### config.mk
export PLATFORM = sky130hd
export DESIGN_NAME = cursor_select_flat
export DESIGN_NICKNAME = d
export VERILOG_FILES = /design/src/rtl/cursor_select_pkg.sv /design/src/rtl/cursor_select_if.sv /design/src/rtl/cursor_select_wrap_ctr.sv /design/src/rtl/cursor_select.sv /design/src/flat_wrapper.sv
export SDC_FILE = /design/constraint.sdc
export NUM_CORES = 1
export LEC_CHECK = 0
export ABC_AREA = 1
export BUFFER_PORTS_ARGS = -buffer_cell sky130_fd_sc_hd__buf_2
export CORE_ASPECT_RATIO = 0.6
export CORE_MARGIN = 2
export CORE_UTILIZATION = 49
export DETAILED_ROUTE_END_ITERATION = 6
export PLACE_DENSITY = 0.75
export SLEW_MARGIN = 10
export SYNTH_ARGS = -nofsm -noshare
export SYNTH_HDL_FRONTEND = slang
export SYNTH_SLANG_ARGS = --single-unit
### constraint.sdc
create_clock -name clk -period 1.75 [get_ports clk]
set_input_delay 0.0875 -clock clk [delete_from_list [all_inputs] [get_ports clk]]
set_output_delay 0.0875 -clock clk [all_outputs]
set_load 0.05 [all_outputs]
### src/rtl/cursor_select_pkg.sv
// Shared definitions for the cursor/selection block: FSM state encodings and
// the default board dimensions that the board RAM and matcher also use.
package cursor_select_pkg;

  typedef enum logic [1:0] {
    ST_IDLE = 2'd0,
    ST_ONE  = 2'd1,
    ST_PAIR = 2'd2
  } state_t;

  localparam int BOARD_COLS = 8;
  localparam int BOARD_ROWS = 6;

endpackage

### src/rtl/cursor_select_if.sv
// Tile-pair channel from cursor_select to the matcher.
// Handshake: the master raises pair_valid with stable pair coordinates and
// holds both unchanged until a cycle in which pair_valid && pair_ready; that
// cycle is the transfer. pair_ready while pair_valid is low has no effect.
interface cursor_select_if #(
  parameter int XW = 3,
  parameter int YW = 3
);
  logic          pair_valid;
  logic          pair_ready;
  logic [XW-1:0] pair_x0;
  logic [YW-1:0] pair_y0;
  logic [XW-1:0] pair_x1;
  logic [YW-1:0] pair_y1;

  modport master (
    output pair_valid, pair_x0, pair_y0, pair_x1, pair_y1,
    input  pair_ready
  );

  modport slave (
    input  pair_valid, pair_x0, pair_y0, pair_x1, pair_y1,
    output pair_ready
  );
endinterface

### src/rtl/cursor_select_wrap_ctr.sv
// Up/down modulo-N counter. The wrap is done by explicit compare against the
// end values so non-power-of-2 N never produces an out-of-range count.
module wrap_ctr #(
  parameter int N = 8,
  localparam int W = $clog2(N)
) (
  input  logic         clk,
  input  logic         rst_n,
  input  logic         inc,
  input  logic         dec,
  output logic [W-1:0] cnt
);

  localparam logic [W-1:0] MAX = W'(N - 1);

  // Count register; inc wins if both are ever asserted together.
  always_ff @(posedge clk or negedge rst_n) begin
    if (!rst_n) begin
      cnt <= '0;
    end else if (inc) begin
      cnt <= (cnt == MAX) ? '0 : cnt + 1'b1;
    end else if (dec) begin
      cnt <= (cnt == '0) ? MAX : cnt - 1'b1;
    end
  end

endmodule

### src/rtl/cursor_select.sv
// Turns debounced button pulses into cursor moves on a wrapping grid and a
// two-tile selection, offering completed pairs to the matcher.
module cursor_select
  import cursor_select_pkg::*;
#(
  parameter int COLS = BOARD_COLS,
  parameter int ROWS = BOARD_ROWS,
  localparam int XW = $clog2(COLS),
  localparam int YW = $clog2(ROWS)
) (
  input  logic            clk,
  input  logic            rst_n,
  input  logic            up_vld,
  input  logic            down_vld,
  input  logic            left_vld,
  input  logic            right_vld,
  input  logic            sel_vld,
  input  logic            tile_empty,
  output logic [XW-1:0]   cur_x,
  output logic [YW-1:0]   cur_y,
  output logic            first_vld,
  output logic [XW-1:0]   first_x,
  output logic [YW-1:0]   first_y,
  output state_t          dbg_state,
  cursor_select_if.master pair_if
);

  state_t        state, state_nxt;
  logic          ld_first, ld_pair;
  logic          mv_up, mv_down, mv_left, mv_right;
  logic          at_first;
  logic [XW-1:0] px0_q, px1_q;
  logic [YW-1:0] py0_q, py1_q;

  // One move per cycle, priority up > down > left > right.
  always_comb begin
    mv_up    = up_vld;
    mv_down  = down_vld & ~up_vld;
    mv_left  = left_vld & ~up_vld & ~down_vld;
    mv_right = right_vld & ~up_vld & ~down_vld & ~left_vld;
  end

  wrap_ctr #(.N(COLS)) u_x_ctr (
    .clk   (clk),
    .rst_n (rst_n),
    .inc   (mv_right),
    .dec   (mv_left),
    .cnt   (cur_x)
  );

  wrap_ctr #(.N(ROWS)) u_y_ctr (
    .clk   (clk),
    .rst_n (rst_n),
    .inc   (mv_down),
    .dec   (mv_up),
    .cnt   (cur_y)
  );

  // Select decisions use the cursor before any same-cycle move.
  assign at_first = (cur_x == first_x) && (cur_y == first_y);

  // State register.
  always_ff @(posedge clk or negedge rst_n) begin
    if (!rst_n) begin
      state <= ST_IDLE;
    end else begin
      state <= state_nxt;
    end
  end

  // Next state and coordinate load strobes; select is ignored in PAIR.
  always_comb begin
    state_nxt = state;
    ld_first  = 1'b0;
    ld_pair   = 1'b0;
    case (state)
      ST_IDLE: begin
        if (sel_vld && !tile_empty) begin
          state_nxt = ST_ONE;
          ld_first  = 1'b1;
        end
      end
      ST_ONE: begin
        if (sel_vld) begin
          if (at_first) begin
            state_nxt = ST_IDLE;
          end else if (!tile_empty) begin
            state_nxt = ST_PAIR;
            ld_pair   = 1'b1;
          end
        end
      end
      ST_PAIR: begin
        if (pair_if.pair_ready) begin
          state_nxt = ST_IDLE;
        end
      end
      default: state_nxt = ST_IDLE;
    endcase
  end

  // First-tile and pair coordinate registers; pair held while offered.
  always_ff @(posedge clk or negedge rst_n) begin
    if (!rst_n) begin
      first_x <= '0;
      first_y <= '0;
      px0_q   <= '0;
      py0_q   <= '0;
      px1_q   <= '0;
      py1_q   <= '0;
    end else begin
      if (ld_first) begin
        first_x <= cur_x;
        first_y <= cur_y;
      end
      if (ld_pair) begin
        px0_q <= first_x;
        py0_q <= first_y;
        px1_q <= cur_x;
        py1_q <= cur_y;
      end
    end
  end

  // Flags decode straight from the state register, so reset clears them
  // asynchronously and no input reaches an output combinationally.
  assign first_vld          = (state != ST_IDLE);
  assign pair_if.pair_valid = (state == ST_PAIR);
  assign pair_if.pair_x0    = px0_q;
  assign pair_if.pair_y0    = py0_q;
  assign pair_if.pair_x1    = px1_q;
  assign pair_if.pair_y1    = py1_q;
  assign dbg_state          = state;

endmodule

### src/flat_wrapper.sv
// flat-port wrapper written by rule: the top's interface ports become plain ports
module cursor_select_flat import cursor_select_pkg::*;
#(
  parameter int COLS = BOARD_COLS,
  parameter int ROWS = BOARD_ROWS,
  localparam int XW = $clog2(COLS),
  localparam int YW = $clog2(ROWS)
)
  (clk, rst_n, up_vld, down_vld, left_vld, right_vld, sel_vld, tile_empty, cur_x, cur_y, first_vld, first_x, first_y, dbg_state, pair_if_pair_valid, pair_if_pair_x0, pair_if_pair_y0, pair_if_pair_x1, pair_if_pair_y1, pair_if_pair_ready);
  cursor_select_if #(.XW(3), .YW(3)) pair_if_i ();
  input  logic clk;
  input  logic rst_n;
  input  logic up_vld;
  input  logic down_vld;
  input  logic left_vld;
  input  logic right_vld;
  input  logic sel_vld;
  input  logic tile_empty;
  output logic [XW-1:0] cur_x;
  output logic [YW-1:0] cur_y;
  output logic first_vld;
  output logic [XW-1:0] first_x;
  output logic [YW-1:0] first_y;
  output state_t dbg_state;
  output wire logic [$bits(pair_if_i.pair_valid)-1:0] pair_if_pair_valid;
  output wire logic [$bits(pair_if_i.pair_x0)-1:0] pair_if_pair_x0;
  output wire logic [$bits(pair_if_i.pair_y0)-1:0] pair_if_pair_y0;
  output wire logic [$bits(pair_if_i.pair_x1)-1:0] pair_if_pair_x1;
  output wire logic [$bits(pair_if_i.pair_y1)-1:0] pair_if_pair_y1;
  input wire logic [$bits(pair_if_i.pair_ready)-1:0] pair_if_pair_ready;
  assign pair_if_pair_valid = pair_if_i.pair_valid;
  assign pair_if_pair_x0 = pair_if_i.pair_x0;
  assign pair_if_pair_y0 = pair_if_i.pair_y0;
  assign pair_if_pair_x1 = pair_if_i.pair_x1;
  assign pair_if_pair_y1 = pair_if_i.pair_y1;
  assign pair_if_i.pair_ready = pair_if_pair_ready;
  cursor_select #(.COLS(COLS), .ROWS(ROWS)) u_core (.clk(clk), .rst_n(rst_n), .up_vld(up_vld), .down_vld(down_vld), .left_vld(left_vld), .right_vld(right_vld), .sel_vld(sel_vld), .tile_empty(tile_empty), .cur_x(cur_x), .cur_y(cur_y), .first_vld(first_vld), .first_x(first_x), .first_y(first_y), .dbg_state(dbg_state), .pair_if(pair_if_i));
endmodule
==> impl_metrics.json <==
{
  "gp_routability_congestion": 0.884,
  "die_area_um2": 3200,
  "yosys.area_share.adder_pct": 4.65,
  "vias": 1291,
  "post_cts_setup_repair_bufs": 0,
  "largest_fanout_of_any_net_on_the_critical_path": 14,
  "final_period_minus_worst_setup_slack_ps": 1550,
  "timing.setup.tns_ps": 0,
  "ys.warnings.count": 0,
  "run_status": "completed",
  "post_route_cells_drive_above_1_share_pct": 25.1,
  "syn2layout_area_growth_pct": 22.1,
  "fillCellCount": 235,
  "report.final.slew_viol_count": 0,
  "cts.path.max_buffers": 2,
  "synthSimpleGateAreaFrac_pct": 31.0,
  "antenna_cells_inserted": 0,
  "pin_count_of_the_biggest_net_entering_global_routing": 27,
  "antenna_violations_before_repair": 0,
  "final.setup.worst_slack_ps": 204,
  "top_level_ports": 37,
  "wire_length_of_the_first_global_routing_pass_um": 5330,
  "clk-insertion-delay-late_ps": 290,
  "post_detailed_route_via_to_cell_ratio": 5.31,
  "drt_first_pass_iters": 4,
  "preCtsSetupSlack_ps": 175,
  "path_clk_slew_ps": 100,
  "synthMuxAreaShare_pct": 0,
  "final_design_area_no_fill_um2": 1640,
  "postRouteWirelength_um": 3160,
  "syn_area_um2": 1350,
  "max_slew_margin_pct": 61.4,
  "final_antenna_net_count": 0,
  "synth_nets": 187,
  "worst-slew-pin-transition_ps": 580,
  "start_util_pct": 52.6,
  "worstHoldPathType": "in -> reg",
  "multi_input_area_um2": 602,
  "cp.required_ps": 1970,
  "io_buffers": 36,
  "yosys.area_share.xor_xnor_pct": 0,
  "dominant_combinational_cell_family_by_area_after_synthesis": "simple AND/OR/NAND/NOR gates",
  "yosysUniqueCellTypes": 22,
  "dp_hpwl_um": 2440,
  "unrepaired_setup_endpoints_after_global_routing": "false",
  "synth_seq_cells": 26,
  "worst_clock_skew_ps": 13.7,
  "worstSetupPathType": "reg -> reg",
  "critical_path_buf_inv_count": 1,
  "fp.dieW_um": 71.7,
  "slowest_delay_ps": 460,
  "drt_drc_violations_left": 0,
  "cell_occurring_most_often_along_the_worst_timing_path": "nand2_1",
  "gr-usage-all-layers_pct": 22.4,
  "netlist_instances": 173,
  "cp_top_family": "simple AND/OR/NAND/NOR gates",
  "setup_violations": 0,
  "dpl-instance-area_um2": 1560,
  "critical_path.endpoint_type": "flop",
  "critPathSlowestCell": "dfrtp_1",
  "wire_per_inst_um": 13.0,
  "ys_seq_area_share_pct": 48.3,
  "final-hold-violation-count": 0,
  "max_freq_ghz": 0.647,
  "drt-initial-drc-count": 140,
  "cts_max_level": 1,
  "cts.root.buffer_cell": "clkbuf_8",
  "die_h_um": 44.6,
  "grt_overflow": 0,
  "placement_rows": 14,
  "core_area_um2": 2560,
  "nets": 226,
  "finalCritPeriodShare_pct": 88.3,
  "ff_latch_area_um2": 651,
  "clock_sinks": 26,
  "mean_instance_size_in_the_synthesized_netlist_um2": 7.78,
  "cts_tree": "yes",
  "cts_buffers": 3,
  "grt_pass1_vias": 1130,
  "worst_setup_path_start_kind": "flop",
  "synth_compound_gate_area_share_pct": 8.27,
  "critical_path_arrival_ps": 1760,
  "crit_path_cell_trace": "inv_2 > nand2_1 > nand2_1 > nor2_1 > nand3_2 > nand3_4 > nand2_1 > nand2_1",
  "maxCapViolations": 0
}
## cell type report
type                       instances  share of cell area (%)
timing repair buffer              39                    12.5
clock buffer                       3                    2.51
inverter                          20                    4.57
tap                               32                    2.44
multi-input combinational        122                    36.6
clock inverter                     1                    1.83
sequential                        26                    39.6
## state kept, by name (all words and copies together), names as in the netlist
name,count
u_core.u_y_ctr.cnt,3
u_core.u_x_ctr.cnt,3
u_core.pair_if.pair_x0,3
u_core.pair_if.pair_y1,3
u_core.pair_if.pair_x1,3
u_core.first_x,3
u_core.dbg_state,2
u_core.pair_if.pair_y0,3
u_core.first_y,3
## per-stage QoR
step	hold slack [ps]	util, %	std cells
6_report	63.5	64.3	243
5_1_grt	73.1	64.3	243
4_1_cts	55.0	64.0	243
3_5_place_dp	125	60.8	238
3_3_place_gp	117	60.8	238
2_1_floorplan	-208	-	173
## metal layers
metal | global-route usage [%] | wire [um] | vias to the layer above
met5 | 0 | 0 | -
met4 | 5.28 | 11 | 0
met3 | 7.06 | 224 | 2
met2 | 35.2 | 1510 | 39
met1 | 30.9 | 1410 | 611
li1 | - | - | 639
## path summary, 6_finish.rpt
kind | from | endpoint | slack (ps) | cells after the start
max reg2reg | u_core.u_y_ctr.cnt[2] | u_core.pair_if.pair_y1[0] | 200 | 8
min in group asynchronous | rst_n | u_core.u_x_ctr.cnt[1] | 330 | 2
min | pair_if_pair_ready | u_core.dbg_state[1] | 60 | 4
max in group asynchronous | rst_n | u_core.pair_if.pair_y0[0] | 1030 | 2
max | u_core.u_y_ctr.cnt[2] | u_core.pair_if.pair_y1[0] | 200 | 8
min reg2reg | u_core.pair_if.pair_x1[1] | u_core.pair_if.pair_x1[1] | 480 | 2
## cells by family (layout without fill, tap and decap cells)
group                    count (synthesis)  count (layout)
adder cells (fa/ha/maj)                  5               5
AND/OR/NAND/NOR                         97              97
AO/OA/AOI/OAI                           20              20
flip-flops                              26              26
buffers and inverters                   25              63
## synth_stat cells (all sizes together)
cell    instances  share of area, %
a21oi           4               1.5
a31oi           1              0.46
and3            1              0.46
buf             4               1.9
clkbuf          1              0.28
dfrtp          26                48
ha              5               4.6
inv            20               5.6
nand2          66                18
nand3           2               1.5
nand4          12               5.6
nor2           14               4.3
nor3            1              0.37
o211ai          1              0.56
o21ai          12               4.5
o221ai          2               1.3
or2             1              0.46
## worst register-to-register path: cells and delay by family, from the launching register on
kind                   cells  cell delay, ps
buffers and inverters      1              90
flip-flops                 1             460
AND/OR/NAND/NOR            7             930
## cell usage in the layout, fill, tap and decap left out
master	n
a21oi_1	4
a31oi_1	1
and3_1	1
buf_2	36
buf_4	2
bufinv_16	1
clkbuf_8	3
dfrtp_1	26
dlygate4sd3_1	1
ha_1	5
inv_1	15
inv_2	5
nand2_1	66
nand3_2	1
nand3_4	1
nand4_1	12
nor2_1	11
nor2_2	3
nor3_1	1
o211ai_1	1
o21ai_0	11
o21ai_1	1
o221ai_1	2
or2_2	1
## timing repair
item	in CTS	in global routing
gates resized for setup	0	1
endpoints found under the hold margin	26	0
endpoints found under the setup margin	0	10
hold buffers	1	0
Power is not shown: default switching activity piles up to over one toggle a cycle in this logic, so the estimate is an artifact.
